`src/rtl/dmem_lsu_ctrl.sv`:
```
`default_nettype none
// ============================================================================
// dmem_lsu_ctrl : byte-addressed RV32I load/store sequencer in front of a
//                 word-addressed data memory (lane select, extend, sub-word RMW).
// Optional build macro: DMEM_LSU_MMIO_EN (read-only ID words at 0x00100000/4).
// Revision: 1.0
// ============================================================================
module dmem_lsu_ctrl #(
   parameter int          DMEM_SIZE = 4096,
   parameter logic [31:0] MMIO_ID0  = 32'h00000000,
   parameter logic [31:0] MMIO_ID1  = 32'h16726992
) (
   input  logic        clk,
   input  logic        rst,
   input  logic        req_valid,
   output logic        req_ready,
   input  logic        req_we,
   input  logic [2:0]  req_funct3,
   input  logic [31:0] req_addr,
   input  logic [31:0] req_wdata,
   output logic        resp_valid,
   output logic [31:0] resp_rdata,
   output logic        resp_err,
   output logic        mem_read,
   output logic        mem_write,
   output logic [31:0] mem_addr,
   output logic [31:0] mem_wdata,
   input  logic [31:0] mem_rdata
);

   localparam logic [31:0] C_DMEM_BYTES = 32'(DMEM_SIZE);

   typedef enum logic [2:0] {
      S_IDLE   = 3'd0,
      S_LD     = 3'd1,
      S_WR     = 3'd2,
      S_RMW_RD = 3'd3,
      S_RMW_WR = 3'd4,
      S_ERR    = 3'd5,
      S_RESP   = 3'd6
   } state_t;

   state_t      r_state;
   logic        r_we;
   logic [2:0]  r_funct3;
   logic [1:0]  r_ofs;
   logic [15:0] r_wdata;
   logic        r_mmio;
   logic        r_mmio_hi;

   logic w_misal;
   logic w_oor;
   logic w_illegal;
   logic w_err;
   logic w_mmio_hit;

   always_comb begin
      w_mmio_hit = 1'b0;
`ifdef DMEM_LSU_MMIO_EN
      w_mmio_hit = (req_addr[31:3] == 29'h0002_0000);
`endif
      case (req_funct3)
         3'b001, 3'b101: w_misal = req_addr[0];
         3'b010:         w_misal = |req_addr[1:0];
         default:        w_misal = 1'b0;
      endcase
      w_oor = (req_addr >= C_DMEM_BYTES) && !w_mmio_hit;
      if (req_we)
         w_illegal = req_funct3[2] || (req_funct3[1:0] == 2'b11);
      else
         w_illegal = (req_funct3 == 3'b011) || (req_funct3[2:1] == 2'b11);
      w_err = w_misal || w_oor || w_illegal;
   end

   function automatic logic [31:0] load_ext(input logic [31:0] word,
                                            input logic [1:0]  ofs,
                                            input logic [2:0]  f3);
      logic [7:0]  b;
      logic [15:0] h;
      b = word[{ofs, 3'b000} +: 8];
      h = ofs[1] ? word[31:16] : word[15:0];
      case (f3)
         3'b000:  return {{24{b[7]}}, b};
         3'b001:  return {{16{h[15]}}, h};
         3'b100:  return {24'h000000, b};
         3'b101:  return {16'h0000, h};
         default: return word;
      endcase
   endfunction

   function automatic logic [31:0] store_merge(input logic [31:0] old,
                                               input logic [15:0] wd,
                                               input logic [1:0]  ofs,
                                               input logic [2:0]  f3);
      logic [31:0] m;
      m = old;
      if (f3[1:0] == 2'b00)
         m[{ofs, 3'b000} +: 8] = wd[7:0];
      else
         m[{ofs[1], 4'b0000} +: 16] = wd;
      return m;
   endfunction

   always_ff @(posedge clk or posedge rst) begin
      if (rst) begin
         r_state    <= S_IDLE;
         req_ready  <= 1'b1;
         resp_valid <= 1'b0;
         resp_err   <= 1'b0;
         resp_rdata <= 32'h0;
         mem_read   <= 1'b0;
         mem_write  <= 1'b0;
         mem_addr   <= 32'h0;
         mem_wdata  <= 32'h0;
         r_we       <= 1'b0;
         r_funct3   <= 3'b000;
         r_ofs      <= 2'b00;
         r_wdata    <= 16'h0;
         r_mmio     <= 1'b0;
         r_mmio_hi  <= 1'b0;
      end else begin
         case (r_state)
            S_IDLE: begin
               if (req_valid) begin
                  r_we      <= req_we;
                  r_funct3  <= req_funct3;
                  r_ofs     <= req_addr[1:0];
                  r_wdata   <= req_wdata[15:0];
                  r_mmio    <= w_mmio_hit;
                  r_mmio_hi <= req_addr[2];
                  mem_addr  <= {2'b00, req_addr[31:2]};
                  req_ready <= 1'b0;
                  if (w_err) begin
                     r_state <= S_ERR;
                  end else if (w_mmio_hit) begin
                     // ID words are served with load timing but never touch memory
                     r_state <= S_LD;
                  end else if (!req_we) begin
                     r_state  <= S_LD;
                     mem_read <= 1'b1;
                  end else if (req_funct3[1:0] == 2'b10) begin
                     r_state   <= S_WR;
                     mem_write <= 1'b1;
                     mem_wdata <= req_wdata;
                  end else begin
                     r_state  <= S_RMW_RD;
                     mem_read <= 1'b1;
                  end
               end
            end
            S_LD: begin
               mem_read   <= 1'b0;
               resp_valid <= 1'b1;
               resp_rdata <= r_we ? 32'h0 :
                             load_ext(r_mmio ? (r_mmio_hi ? MMIO_ID1 : MMIO_ID0) : mem_rdata,
                                      r_ofs, r_funct3);
               r_state    <= S_RESP;
            end
            S_WR: begin
               mem_write  <= 1'b0;
               resp_valid <= 1'b1;
               r_state    <= S_RESP;
            end
            S_RMW_RD: begin
               mem_read  <= 1'b0;
               mem_write <= 1'b1;
               mem_wdata <= store_merge(mem_rdata, r_wdata, r_ofs, r_funct3);
               r_state   <= S_RMW_WR;
            end
            S_RMW_WR: begin
               mem_write  <= 1'b0;
               resp_valid <= 1'b1;
               r_state    <= S_RESP;
            end
            S_ERR: begin
               resp_valid <= 1'b1;
               resp_err   <= 1'b1;
               r_state    <= S_RESP;
            end
            S_RESP: begin
               resp_valid <= 1'b0;
               resp_err   <= 1'b0;
               resp_rdata <= 32'h0;
               req_ready  <= 1'b1;
               r_state    <= S_IDLE;
            end
            default: begin
               r_state   <= S_IDLE;
               req_ready <= 1'b1;
            end
         endcase
      end
   end

endmodule
`default_nettype wire

```
`config.mk`:
```
export PLATFORM = sky130hd
export DESIGN_NAME = dmem_lsu_ctrl
export DESIGN_NICKNAME = d
export VERILOG_FILES = /design/src/rtl/dmem_lsu_ctrl.sv
export SDC_FILE = /design/constraint.sdc
export NUM_CORES = 1
export LEC_CHECK = 0
export CAP_MARGIN = 25
export CORE_ASPECT_RATIO = 1.1
export CORE_MARGIN = 2
export CORE_UTILIZATION = 50
export CTS_BUF_LIST = sky130_fd_sc_hd__clkbuf_4 sky130_fd_sc_hd__clkbuf_8
export DETAILED_ROUTE_END_ITERATION = 7
export DONT_BUFFER_PORTS = 1
export SLEW_MARGIN = 20
export SYNTH_ARGS = -nofsm -noshare
export SYNTH_HDL_FRONTEND = slang
export SYNTH_SLANG_ARGS = --single-unit
```
`constraint.sdc`:
```
create_clock -name clk -period 7.15 [get_ports clk]
set_input_delay 0.715 -clock clk [delete_from_list [all_inputs] [get_ports clk]]
set_output_delay 0.715 -clock clk [all_outputs]
set_load 0.1 [all_outputs]
```
Word-level counts from Yosys, hierarchy flattened
Index checks and enable logic that the tools add are counted.
{ "op_classes": {"add_sub_neg": 2, "n_lt_le_gt_ge": 1, "eq_ne": 21, "shift": 5, "mux": 33, "bitwise": 1, "n_reduce_logical": 24} }
{ "ops": {"columns": ["operator", "n"], "rows": [
  ["32-bit 2-to-1 mux", 6],
  ["32-bit case mux with 2 select lines", 2],
  ["32-bit case mux with 4 select lines", 1],
  ["32-bit bitwise mux", 2],
  ["32-bit by 13-bit greater-or-equal comparator with 1-bit output, second input constant", 1],
  ["16-bit by 7-bit variable shift with 32-bit output, first input constant", 1],
  ["8-bit by 7-bit variable shift with 32-bit output, first input constant", 1],
  ["16-bit by 7-bit variable part select with 32-bit output", 1],
  ["32-bit by 6-bit variable part select with 8-bit output", 1],
  ["8-bit by 7-bit variable part select with 32-bit output", 1],
  ["3-bit == test, second input constant", 6],
  ["16-bit 2-to-1 mux", 1],
  ["5-bit negation with 7-bit output", 2],
  ["3-bit by 2-bit == test with 1-bit output, second input constant", 4],
  ["1-bit 2-to-1 mux", 11],
  ["1-bit case mux with 2 select lines", 5],
  ["5-bit AND reduction", 2],
  ["2-bit nonzero test", 5],
  ["3-bit by 1-bit == test with 1-bit output, second input constant", 3],
  ["3-bit case mux with 3 select lines", 1],
  ["2-bit != test, second input constant", 4],
  ["2-bit OR reduction", 4],
  ["2-bit == test, second input constant", 3],
  ["3-bit logical NOT", 2],
  ["other kinds (12)", 17]
]} }
{ "word_totals": {"register_bits": 124, "in_bits": 103, "output_inout_bits": 101, "wordCells": 100} }

Depth between registers and ports, before layout
Gate-level depths: netlist of run 1.
{ "logic_depth": {"ltp_word": 8, "ltp_mapped": 10, "ltp_nobuf": 7} }

Worst setup path after synthesis of run 1
Ideal clock, no wire load.
{ "synth_timing": {"path_kind": "reg-to-reg", "startpoint": "register r_ofs[1]", "endpoint": "register mem_wdata[0]", "setup_time_ns": 0.069, "arrival_ns": 2.475, "t_required_ns": 7.081, "setup_slack_ns": 4.606, "path_stages_with_launch": 11, "n_path_buf": 3, "period_less_slack_ns": 2.544, "path_cell_list": "dfrtp_1 > buf_4 > buf_2 > inv_1 > clkbuf_1 > ha_1 > clkinv_1 > nor4b_2 > a221oi_1 > o31ai_1 > mux2_2"} }
{ "synth_between": {"elab_chain_cells": 5, "word_cells_on_any_way": 10, "cone_classes": "add/sub: 2; shift: 4; mux: 4"} }
{ "synth_rtl": {"columns": ["item", "line", "source"], "rows": [
  ["from (decl)", "46", "logic [1:0] r_ofs;"],
  ["from (signal assigned)", "127", "r_ofs <= req_addr[1:0];"],
  ["5-bit negation with 7-bit output, on equally long branches", "100, 98", null],
  ["16-bit by 7-bit variable part select with 32-bit output (tied with other cells)", "100", "m[{ofs[1], 4'b0000} +: 16] = wd;"],
  ["32-bit bitwise mux, on equally long branches", "100, 98", null],
  ["32-bit 2-to-1 mux *", "97", "if (f3[1:0] == 2'b00)"],
  ["32-bit case mux with 2 select lines *", "122", "case (r_state)"],
  ["to (signal assigned)", "144", "mem_wdata <= req_wdata;"],
  ["to (signal assigned)", "167", "mem_wdata <= store_merge(mem_rdata, r_wdata, r_ofs, r_funct3);"],
  ["to (decl)", "27", "output logic [31:0] mem_wdata,"]
]} }
Every way passes the cells marked *; elsewhere a longest branch is shown, timed or not.
A chain may end at the register's enable or synchronous reset.

Worst setup path after layout of run 1
{ "layout_timing": {"startpoint": "register r_ofs[1]", "endpoint": "register mem_wdata[12]"} }
The elaborated chain is that of the path after synthesis.

==> results of run 1 <==
## per-layer routing
metal | vias up | global-route usage, %
li1 | 2186 | -
met1 | 2442 | 31.64
met2 | 235 | 42.20
met3 | 50 | 10.41
met4 | 0 | 13.34
met5 | - | 0
## kinds of logic after synthesis
group,Yosys count,share of synthesized area [%]
flops,124,47.14
buf+inv,60,4.522
other cells,1,0.05695
compound gates,160,19.61
fa+ha+maj,5,0.9500
mux,91,15.79
simple gates,149,11.93
## worst paths after layout
| path | start | slack (ps) | endpoint |
|---|---|---|---|
| max in group asynchronous | rst | 5580 | resp_rdata[30]$_DFFE_PP0P_ |
| hold reg to reg | r_wdata[9]$_DFFE_PP0P_ | 530 | r_wdata[9]$_DFFE_PP0P_ |
| setup reg to reg | r_ofs[1]$_DFFE_PP0P_ | 4300 | mem_wdata[12]$_DFFE_PP0P_ |
| min in group clk | req_addr[1] | 390 | r_ofs[1]$_DFFE_PP0P_ |
| hold / removal | rst | 320 | mem_wdata[31]$_DFFE_PP0P_ |
| setup / recovery | r_ofs[1]$_DFFE_PP0P_ | 4300 | mem_wdata[12]$_DFFE_PP0P_ |
## worst reg2reg max path, cell delays in order (launching register included)
cell      delay [ps]
dfrtp_1          380
inv_1            540
ha_1             350
nand2_1           70
nor3_1           710
a221oi_1         210
o31ai_1          340
mux2_2           200
## placed cells by master, fill, tap and decap left out, drive strengths merged, types with 2 or more instances in the layout
| cell type | synthesis | routed |
|---|---|---|
| clkinv | 2 | 8 |
| inv | 9 | 9 |
| nor3 | 5 | 5 |
| a21boi | 2 | 2 |
| dfrtp | 123 | 123 |
| nor4b | 2 | 2 |
| a211oi | 32 | 32 |
| bufinv | 0 | 3 |
| nand2b | 12 | 12 |
| ha | 5 | 5 |
| conb | 1 | 2 |
| clkbuf | 27 | 21 |
| nor2 | 19 | 19 |
| nand3 | 3 | 3 |
| a221o | 16 | 16 |
| a21oi | 9 | 9 |
| nor2b | 16 | 16 |
| buf | 22 | 7 |
| a221oi | 32 | 32 |
| a22oi | 2 | 2 |
| a32o | 8 | 8 |
| or2 | 3 | 3 |
| o31ai | 32 | 32 |
| o21ai | 13 | 13 |
| a2111oi | 2 | 2 |
| and2 | 18 | 18 |
| clkinvlp | 0 | 3 |
| nand2 | 61 | 61 |
| a31oi | 2 | 2 |
| nor4 | 6 | 6 |
| mux2 | 90 | 90 |
| o221ai | 7 | 7 |
## cell type report
| type | count | area, um2 |
|---|---|---|
| clock buffer | 20 | 262.8 |
| clock inverter | 12 | 146.4 |
| fill | 1120 | 5722 |
| inverter | 11 | 43.79 |
| multi-input combinational | 407 | 3198 |
| sequential | 124 | 3104 |
| tap | 157 | 196.4 |
| timing repair buffer | 8 | 77.57 |
## flip-flops by register name, summed over array words and instances, names as in the netlist
signal      cells
mem_addr       30
resp_valid      1
resp_err        1
mem_write       1
r_ofs           2
r_funct3        3
r_state         3
req_ready       1
resp_rdata     32
mem_read        1
r_wdata        16
r_we            1
mem_wdata      32
## metrics by stage
stage,std cells,worst slack (ps)
final,739,4295
after global routing,739,4070
after CTS,738,4304
after detailed placement,706,4319
after global placement,705,4236
after floorplan,591,3137
==> metrics.txt, run 1 <==
# TYPE chip_impl_metric gauge
chip_impl_info{name="outcome",value="finished clean"} 1
chip_impl_metric{name="postSynthCellCount",unit=""} 590
chip_impl_metric{name="worst-slew-pin-transition",unit="ps"} 965.4
chip_impl_info{name="worst-setup-path-type",value="reg -> reg"} 1
chip_impl_metric{name="asyncSetResetFlopFracSynth",unit="%"} 100.0
chip_impl_metric{name="ys_seq_area_share",unit="%"} 47.14
chip_impl_metric{name="tritoncts_num_sinks",unit=""} 124
chip_impl_info{name="rsz0062_at_grt",value="no"} 1
chip_impl_metric{name="n_antenna_cell",unit=""} 0
chip_impl_metric{name="groute.usage.overall",unit="%"} 26.73
chip_impl_metric{name="area_delta_synth_final",unit="%"} 6.745
chip_impl_metric{name="wire_length_the_detailed_router_placed_on_met1",unit="um"} 7222
chip_impl_metric{name="insertion_delay",unit="ps"} 450
chip_impl_info{name="cell_family_contributing_the_most_delay_on_the_critical_path",value="simple AND/OR/NAND/NOR gates"} 1
chip_impl_info{name="synth_flop_cell",value="dfrtp_1"} 1
chip_impl_info{name="cts_root_buffer",value="clkbuf_8"} 1
chip_impl_metric{name="met2RoutedLength",unit="um"} 8767
chip_impl_metric{name="detail_route.wl_per_cell",unit="um"} 25.00
chip_impl_metric{name="final_hold_viol_count",unit=""} 0
chip_impl_metric{name="yosysWarnings",unit=""} 0
chip_impl_metric{name="grt_antenna_before_repair",unit=""} 0
chip_impl_metric{name="num_io_pins",unit=""} 204
chip_impl_info{name="synth_top_cells_by_area",value="dfrtp_1 47%, mux2_2 15%, a221oi_1 4.3%"} 1
chip_impl_metric{name="grt_first_pass_wirelength",unit="um"} 28730
chip_impl_metric{name="drt-total-wl",unit="um"} 18470
chip_impl_metric{name="cp_data_arrival_time",unit="ps"} 3240
chip_impl_metric{name="h-tree-depth",unit=""} 4
chip_impl_metric{name="grt_pass1_vias",unit=""} 5042
chip_impl_metric{name="max_clock_freq",unit="GHz"} 0.3503
chip_impl_metric{name="floorplan.initialDensity",unit="%"} 51.64
chip_impl_metric{name="cp_max_fo",unit=""} 22
chip_impl_metric{name="num-nets-final",unit=""} 677
chip_impl_metric{name="cp.depth",unit=""} 7
chip_impl_metric{name="synth-edff-count",unit=""} 0
chip_impl_metric{name="drcViolationCount",unit=""} 0
chip_impl_metric{name="globalRouteOverflowTotal",unit=""} 0
chip_impl_metric{name="gp_congestion",unit=""} 0.8218
chip_impl_metric{name="timing.setup.tns",unit="ps"} 0
chip_impl_info{name="worstPathCellList",value="inv_1 > ha_1 > nand2_1 > nor3_1 > a221oi_1 > o31ai_1 > mux2_2"} 1
chip_impl_metric{name="syn-mean-instance-area",unit="um2"} 11.16
chip_impl_metric{name="final_cell_area",unit="um2"} 7029
chip_impl_metric{name="vias",unit=""} 4913
chip_impl_metric{name="cts_hold_buf",unit=""} 0
chip_impl_metric{name="hpwlAfterDp",unit="um"} 13300
chip_impl_metric{name="postCtsResizedCells",unit=""} 0
chip_impl_metric{name="final-max-slew-violation-count",unit=""} 0
chip_impl_info{name="most_common_cell_in_the_synthesized_netlist",value="dfrtp_1"} 1
chip_impl_metric{name="antenna_left",unit=""} 0
chip_impl_info{name="synth_common_cells",value="123 x dfrtp_1, 88 x mux2_2, 61 x nand2_1"} 1
chip_impl_metric{name="core_area",unit="um2"} 12750
chip_impl_metric{name="detailedRoute.firstPassIterationCount",unit=""} 7
chip_impl_metric{name="worst_case_reg_to_reg_path_depth",unit=""} 7
chip_impl_metric{name="timing.clock.skew",unit="ps"} 9.553
chip_impl_info{name="highest_metal_used",value="met4"} 1
chip_impl_metric{name="layout.core_utilization",unit="%"} 55.13
chip_impl_metric{name="die-height",unit="um"} 124.4
chip_impl_metric{name="synth_top_area_share",unit="%"} 46.74
chip_impl_metric{name="synth.distinct_cells",unit=""} 51
chip_impl_metric{name="cts_made_buffers",unit=""} 17
chip_impl_metric{name="cp_slowest_stage_delay",unit="ps"} 710
chip_impl_metric{name="detailed_place.area",unit="um2"} 6615
chip_impl_metric{name="fin_crit",unit="ps"} 2855
chip_impl_metric{name="fp.dieW",unit="um"} 113.4
chip_impl_metric{name="die_area",unit="um2"} 14100
chip_impl_metric{name="whs",unit="ps"} 320.0
chip_impl_metric{name="synthesis.area",unit="um2"} 6585
chip_impl_metric{name="drv.max_cap_violation_count",unit=""} 0
chip_impl_metric{name="number_of_post_cts_setup_repair_buffers",unit=""} 0
chip_impl_metric{name="worst_ep_required_time",unit="ps"} 7540
chip_impl_metric{name="route.detailed.vias_per_inst",unit=""} 6.648
chip_impl_metric{name="slew_headroom",unit="%"} 35.64
chip_impl_info{name="cp_slowest_cell",value="nor3_1"} 1
chip_impl_metric{name="numPortBuffers",unit=""} 0
chip_impl_metric{name="cts_max_path_buffers",unit=""} 2
chip_impl_metric{name="dr.first_iter.drc_count",unit=""} 329
chip_impl_metric{name="post_route_cells_drive_above_1_share",unit="%"} 25.60
chip_impl_metric{name="dr_wl_met3",unit="um"} 1746
chip_impl_info{name="tritoncts_clock_tree",value="done"} 1
chip_impl_info{name="yosysTopAreaCell",value="dfrtp_1"} 1
chip_impl_info{name="setup.worst_path.start_class",value="flip-flop"} 1
chip_impl_metric{name="maximum_number_of_pins_on_one_net_before_global_route_repair",unit=""} 73
chip_impl_metric{name="finalSetupViolCount",unit=""} 0
chip_impl_info{name="holdCritPathClass",value="in -> async"} 1
chip_impl_metric{name="core.rowCount",unit=""} 43
chip_impl_metric{name="cts.reportedPaths.clkPinSlew",unit="ps"} 70
chip_impl_metric{name="critical_path_buf_inv_count",unit=""} 1
chip_impl_info{name="cp_endpoint_kind",value="flip-flop"} 1
chip_impl_metric{name="period_share",unit="%"} 39.93
chip_impl_metric{name="postSynthRegisterBits",unit=""} 124
Power of run 1 is not shown: default switching activity piles up to over one toggle a cycle in this logic, so the estimate is an artifact.
==> run 2, diff against run 1 <==
PLACE_DENSITY = 0.68   (was unset)
clock period = 2.47 ns   (was 7.15 ns; I/O delays follow)
==> metrics.txt, run 2 (same netlist as run 1, synthesis figures left out) <==
# TYPE chip_impl_metric gauge
chip_impl_metric{name="die-height",unit="um"} 124.4
chip_impl_metric{name="r2r_setup_slack",unit="ps"} 160
chip_impl_info{name="holdCritPathClass",value="in -> reg"} 1
chip_impl_metric{name="cp_slowest_stage_delay",unit="ps"} 470
chip_impl_metric{name="groute.usage.overall",unit="%"} 29.09
chip_impl_metric{name="cts.reportedPaths.clkPinSlew",unit="ps"} 70
chip_impl_metric{name="period_share",unit="%"} 93.42
chip_impl_metric{name="worst_case_reg_to_reg_path_depth",unit=""} 7
chip_impl_info{name="timing.hold.worst.start",value="req_wdata[31]"} 1
chip_impl_metric{name="drcViolationCount",unit=""} 0
chip_impl_info{name="worst_hold_path.endpoint",value="mem_wdata[31]$_DFFE_PP0P_"} 1
chip_impl_metric{name="drt-total-wl",unit="um"} 19980
chip_impl_metric{name="globalRouteOverflowTotal",unit=""} 0
chip_impl_info{name="worstPathCellList",value="inv_1 > ha_1 > nand2_1 > nor3_2 > a221oi_1 > o31ai_1 > mux2_2"} 1
chip_impl_metric{name="cp.depth",unit=""} 7
chip_impl_metric{name="dr.first_iter.drc_count",unit=""} 429
chip_impl_metric{name="fp.dieW",unit="um"} 113.4
chip_impl_info{name="cts_root_buffer",value="clkbuf_8"} 1
chip_impl_info{name="layout.cells.most_common",value="dfrtp_1"} 1
chip_impl_metric{name="h-tree-depth",unit=""} 4
chip_impl_metric{name="timing.setup.tns",unit="ps"} 0
chip_impl_metric{name="timing.clock.skew",unit="ps"} 8.571
chip_impl_metric{name="finalSetupViolCount",unit=""} 0
chip_impl_metric{name="final_cell_area",unit="um2"} 8011
chip_impl_metric{name="numPortBuffers",unit=""} 0
chip_impl_metric{name="post_route_cells_drive_above_1_share",unit="%"} 25.51
chip_impl_metric{name="insertion_delay",unit="ps"} 450
chip_impl_info{name="timing.rr.end",value="mem_wdata[15]$_DFFE_PP0P_"} 1
chip_impl_metric{name="grt_antenna_before_repair",unit=""} 1
chip_impl_info{name="rsz0062_at_grt",value="no"} 1
chip_impl_metric{name="grt_first_pass_wirelength",unit="um"} 31540
chip_impl_metric{name="critical_path_buf_inv_count",unit=""} 1
chip_impl_info{name="r2r_start",value="r_ofs[0]$_DFFE_PP0P_"} 1
chip_impl_info{name="outcome",value="finished clean"} 1
chip_impl_metric{name="cts_made_buffers",unit=""} 17
chip_impl_metric{name="final_hold_viol_count",unit=""} 0
chip_impl_metric{name="cts_max_path_buffers",unit=""} 2
chip_impl_metric{name="drv.max_cap_violation_count",unit=""} 0
chip_impl_metric{name="detailedRoute.firstPassIterationCount",unit=""} 6
chip_impl_metric{name="vias",unit=""} 5346
chip_impl_metric{name="max_clock_freq",unit="GHz"} 0.4334
chip_impl_metric{name="slew_headroom",unit="%"} 34.38
chip_impl_metric{name="grt_pass1_vias",unit=""} 5659
chip_impl_info{name="worst-setup-path-type",value="reg -> reg"} 1
chip_impl_info{name="biggestRegsByFlops",value="mem_wdata: 32 flops, resp_rdata: 32 flops, mem_addr: 30 flops"} 1
chip_impl_metric{name="min_path_cells",unit=""} 3
chip_impl_info{name="most-common-layout-cells",value="123 x dfrtp_1, 88 x mux2_2, 77 x dlygate4sd3_1"} 1
chip_impl_metric{name="fin_cells",unit=""} 840
chip_impl_metric{name="hpwlAfterDp",unit="um"} 13730
chip_impl_info{name="cell_family_contributing_the_most_delay_on_the_critical_path",value="simple AND/OR/NAND/NOR gates"} 1
chip_impl_metric{name="antenna_left",unit=""} 0
chip_impl_metric{name="worst_ep_required_time",unit="ps"} 2860
chip_impl_metric{name="detailed_place.area",unit="um2"} 6813
chip_impl_metric{name="cp_max_fo",unit=""} 8
chip_impl_metric{name="core.rowCount",unit=""} 43
chip_impl_metric{name="num-nets-final",unit=""} 777
chip_impl_metric{name="final-max-slew-violation-count",unit=""} 0
chip_impl_metric{name="maximum_number_of_pins_on_one_net_before_global_route_repair",unit=""} 65
chip_impl_metric{name="detail_route.wl_per_cell",unit="um"} 23.79
chip_impl_info{name="setup.worst_path.start_class",value="flip-flop"} 1
chip_impl_metric{name="area_delta_synth_final",unit="%"} 21.66
chip_impl_metric{name="core_area",unit="um2"} 12750
chip_impl_info{name="cp_endpoint_kind",value="flip-flop"} 1
chip_impl_metric{name="gp_congestion",unit=""} 0.9021
chip_impl_metric{name="route.detailed.vias_per_inst",unit=""} 6.364
chip_impl_metric{name="die_area",unit="um2"} 14100
chip_impl_metric{name="detailedPlace.worstSlack",unit="ps"} 167.2
chip_impl_metric{name="num_io_pins",unit=""} 204
chip_impl_metric{name="worst-slew-pin-transition",unit="ps"} 984.3
chip_impl_info{name="cp_slowest_cell",value="nor3_2"} 1
chip_impl_metric{name="setup_ws",unit="ps"} 162.6
chip_impl_info{name="tritoncts_clock_tree",value="done"} 1
chip_impl_metric{name="fin_crit",unit="ps"} 2307
chip_impl_metric{name="dpl.cell_count",unit=""} 730
chip_impl_metric{name="tritoncts_num_sinks",unit=""} 124
chip_impl_metric{name="cp_data_arrival_time",unit="ps"} 2690
chip_impl_metric{name="postCtsResizedCells",unit=""} 0
chip_impl_metric{name="floorplan.initialDensity",unit="%"} 51.64
-- run 2: how the worst max path moves through the flow --
stage | startpoint | end | slack, ps
after detailed placement | r_ofs[1]$_DFFE_PP0P_ | resp_rdata[26]$_DFFE_PP0P_ | 170
after global placement | r_ofs[1]$_DFFE_PP0P_ | resp_rdata[19]$_DFFE_PP0P_ | 250
after CTS | r_ofs[1]$_DFFE_PP0P_ | resp_rdata[26]$_DFFE_PP0P_ | 150
after floorplan | r_ofs[1]$_DFFE_PP0P_ | mem_wdata[0]$_DFFE_PP0P_ | 40
after global routing | r_ofs[0]$_DFFE_PP0P_ | mem_wdata[15]$_DFFE_PP0P_ | 8
final | r_ofs[0]$_DFFE_PP0P_ | mem_wdata[15]$_DFFE_PP0P_ | 160
-- run 2: per-stage QoR --
stage	hold WS (ps)	utilization, %
floorplan	363.8	-
global placement	128.0	53.39
detailed placement	135.0	53.43
CTS	11.61	62.81
global route	35.86	62.83
finish	34.54	62.83
-- run 2: cell type report --
| type | instances | area (um2) |
|---|---|---|
| Fill cell | 1038 | 4740 |
| Antenna cell | 1 | 2.502 |
| Sequential cell | 124 | 3104 |
| Multi-Input combinational cell | 407 | 3222 |
| Timing Repair Buffer | 108 | 1016 |
| Clock inverter | 7 | 112.6 |
| Clock buffer | 25 | 312.8 |
| Tap cell | 157 | 196.4 |
| Inverter | 11 | 45.04 |
-- run 2: per-layer routing --
layer,up-vias,GRT usage (%),wire length (um)
met5,-,0,0
met4,0,13.34,728
met3,43,8.467,1636
met2,266,46.53,9799
met1,2655,36.27,7818
li1,2382,-,-
-- run 2: tightest hold or removal path, delay by kind of cell --
kind / cells / cell delay, ps
and+or+nand+nor: 1 / 30
AOI/OAI and AO/OA: 1 / 50
muxes: 1 / 120
-- run 2: what timing repair did --
| item | 4_1_cts | 5_1_grt |
|---|---|---|
| endpoints found under the setup margin | 0 | 10 |
| endpoints found under the hold margin | 104 | 0 |
| setup buffers | 0 | 0 |
| hold buffers | 77 | 0 |
Power of run 2 is left out for the same reason.
==> run 3, diff against run 2 <==
CORE_UTILIZATION = 48   (was 50)
GPL_TIMING_DRIVEN = 0   (was unset)
PLACE_DENSITY = 0.65   (was 0.68)
==> metrics.txt, run 3 (same netlist as run 1, synthesis figures left out) <==
# TYPE chip_impl_metric gauge
chip_impl_metric{name="tritoncts_num_sinks",unit=""} 124
chip_impl_info{name="timing.hold.worst.start",value="mem_rdata[7]"} 1
chip_impl_metric{name="finalSetupViolCount",unit=""} 0
chip_impl_metric{name="grt_antenna_before_repair",unit=""} 0
chip_impl_metric{name="drcViolationCount",unit=""} 0
chip_impl_metric{name="dr.first_iter.drc_count",unit=""} 383
chip_impl_metric{name="r2r_setup_slack",unit="ps"} 120
chip_impl_metric{name="grt_first_pass_wirelength",unit="um"} 31770
chip_impl_metric{name="worst_ep_required_time",unit="ps"} 2850
chip_impl_info{name="tritoncts_clock_tree",value="done"} 1
chip_impl_metric{name="num_io_pins",unit=""} 204
chip_impl_metric{name="worst_case_reg_to_reg_path_depth",unit=""} 8
chip_impl_metric{name="antenna_left",unit=""} 0
chip_impl_metric{name="drt-total-wl",unit="um"} 20830
chip_impl_metric{name="max_clock_freq",unit="GHz"} 0.4261
chip_impl_info{name="rsz0062_at_grt",value="no"} 1
chip_impl_metric{name="groute.usage.overall",unit="%"} 28.94
chip_impl_metric{name="drv.max_cap_violation_count",unit=""} 0
chip_impl_metric{name="area_delta_synth_final",unit="%"} 24.89
chip_impl_metric{name="core.rowCount",unit=""} 44
chip_impl_metric{name="worst-slew-pin-transition",unit="ps"} 956.0
chip_impl_metric{name="gp_congestion",unit=""} 0.9334
chip_impl_metric{name="core_area",unit="um2"} 13320
chip_impl_info{name="layout.cells.most_common",value="dfrtp_1"} 1
chip_impl_metric{name="final_hold_viol_count",unit=""} 0
chip_impl_metric{name="slew_headroom",unit="%"} 36.27
chip_impl_metric{name="hpwlAfterDp",unit="um"} 14980
chip_impl_metric{name="num-nets-final",unit=""} 806
chip_impl_metric{name="final-max-slew-violation-count",unit=""} 0
chip_impl_info{name="holdCritPathClass",value="in -> reg"} 1
chip_impl_metric{name="die-height",unit="um"} 126.8
chip_impl_metric{name="cp_max_fo",unit=""} 7
chip_impl_metric{name="cp_data_arrival_time",unit="ps"} 2720
chip_impl_info{name="biggestRegsByFlops",value="mem_wdata: 32 flops, resp_rdata: 32 flops, mem_addr: 30 flops"} 1
chip_impl_metric{name="detail_route.wl_per_cell",unit="um"} 23.27
chip_impl_metric{name="maximum_number_of_pins_on_one_net_before_global_route_repair",unit=""} 37
chip_impl_metric{name="timing.clock.skew",unit="ps"} 12.37
chip_impl_metric{name="n_antenna_cell",unit=""} 0
chip_impl_metric{name="floorplan.initialDensity",unit="%"} 49.43
chip_impl_info{name="worst_hold_path.endpoint",value="resp_rdata[7]$_DFFE_PP0P_"} 1
chip_impl_metric{name="h-tree-depth",unit=""} 4
chip_impl_metric{name="cts.reportedPaths.clkPinSlew",unit="ps"} 70
chip_impl_info{name="setup.worst_path.start_class",value="flip-flop"} 1
chip_impl_metric{name="timing.setup.tns",unit="ps"} 0
chip_impl_info{name="cp_endpoint_kind",value="flip-flop"} 1
chip_impl_metric{name="cts_max_path_buffers",unit=""} 2
chip_impl_metric{name="insertion_delay",unit="ps"} 450
chip_impl_metric{name="numPortBuffers",unit=""} 0
chip_impl_metric{name="detailedRoute.firstPassIterationCount",unit=""} 5
chip_impl_metric{name="route.detailed.vias_per_inst",unit=""} 6.160
chip_impl_info{name="worst-setup-path-type",value="reg -> reg"} 1
chip_impl_metric{name="fin_crit",unit="ps"} 2347
chip_impl_info{name="most-common-layout-cells",value="122 x dfrtp_1, 88 x mux2_2, 78 x dlygate4sd3_1"} 1
chip_impl_metric{name="die_area",unit="um2"} 14670
chip_impl_metric{name="globalRouteOverflowTotal",unit=""} 0
chip_impl_metric{name="fp.dieW",unit="um"} 115.7
chip_impl_metric{name="grt_pass1_vias",unit=""} 5708
chip_impl_info{name="cts_root_buffer",value="clkbuf_8"} 1
chip_impl_metric{name="min_path_cells",unit=""} 2
chip_impl_info{name="r2r_start",value="r_ofs[0]$_DFFE_PP0P_"} 1
chip_impl_info{name="outcome",value="finished clean"} 1
chip_impl_info{name="timing.rr.end",value="mem_wdata[23]$_DFFE_PP0P_"} 1
chip_impl_metric{name="vias",unit=""} 5513
chip_impl_metric{name="cts_made_buffers",unit=""} 17
chip_impl_metric{name="post_route_cells_drive_above_1_share",unit="%"} 25.04
chip_impl_metric{name="period_share",unit="%"} 95.02
## run 3: cell count changes in the layout (fill, tap and decap cells not counted), sizes merged
| cell | change |
|---|---|
| dlygate4sd3 | +1 |
| inv | -2 |
| diode | -1 |
| clkinvlp | +3 |
| clkbuf | +26 |
| clkinv | -1 |
| buf | +2 |
## run 3: timing repair
action,CTS,global route
setup buffers,8,1
endpoints found under the setup margin,32,24
resized for setup,6,4
pin swaps,5,1
gates cloned,0,0
hold buffers,78,0
endpoints found under the hold margin,100,0
## run 3: worst max-delay path by stage
stage                                       from                   endpoint  slack [ps]  cells past startpoint
after floorplan             r_ofs[1]$_DFFE_PP0P_   mem_wdata[0]$_DFFE_PP0P_          40                     10
after global placement      r_ofs[1]$_DFFE_PP0P_   mem_wdata[4]$_DFFE_PP0P_        -600                     10
after detailed placement    r_ofs[1]$_DFFE_PP0P_   mem_wdata[0]$_DFFE_PP0P_        -660                     10
after CTS                   r_ofs[0]$_DFFE_PP0P_  mem_wdata[21]$_DFFE_PP0P_          50                      8
after global routing      r_state[2]$_DFFE_PP0P_  mem_wdata[16]$_DFFE_PP0P_          10                      7
final                       r_ofs[0]$_DFFE_PP0P_  mem_wdata[23]$_DFFE_PP0P_         120                      8
## run 3: critical path: stages (launching register included)
cell	delay, ps
dfrtp_2	510
clkinvlp_4	230
ha_2	450
nand2_1	110
nor3_4	250
buf_4	180
a221oi_1	80
o31ai_1	290
mux2_2	200
## run 3: cell type report
cell class | count | area, um2
clock buffer | 25 | 319.1
buffer | 47 | 251.5
fill | 1114 | 5099
sequential | 124 | 3105
timing repair buffer | 90 | 920.9
clock inverter | 7 | 115.1
tap | 184 | 230.2
inverter | 11 | 53.80
multi-input combinational | 407 | 3228
## run 3: metal layers
metal	global-route usage [%]	up-vias	part of all wire (%)	wire length [um]
met5	0	-	0	0
met3	8.505	26	8.3	1738
met1	35.24	2766	40	8236
li1	-	2437	-	-
met4	10.50	0	2.5	523
met2	48.54	284	50	10330
## run 3: stage by stage
stage / worst slack (ps) / util (%) / instances / hold WS [ps] / area (um2)
2_1_floorplan: 40.38 / - / 591 / 363.8 / 6611
3_3_place_gp: -600.9 / 51.35 / 775 / 378.9 / 6842
3_5_place_dp: -660.0 / 51.80 / 778 / 212.2 / 6902
4_1_cts: 50.25 / 61.59 / 894 / 10.83 / 8205
5_1_grt: 10.75 / 61.73 / 895 / 44.33 / 8224
6_report: 123.0 / 61.73 / 895 / 47.87 / 8224
Power of run 3 is left out for the same reason.
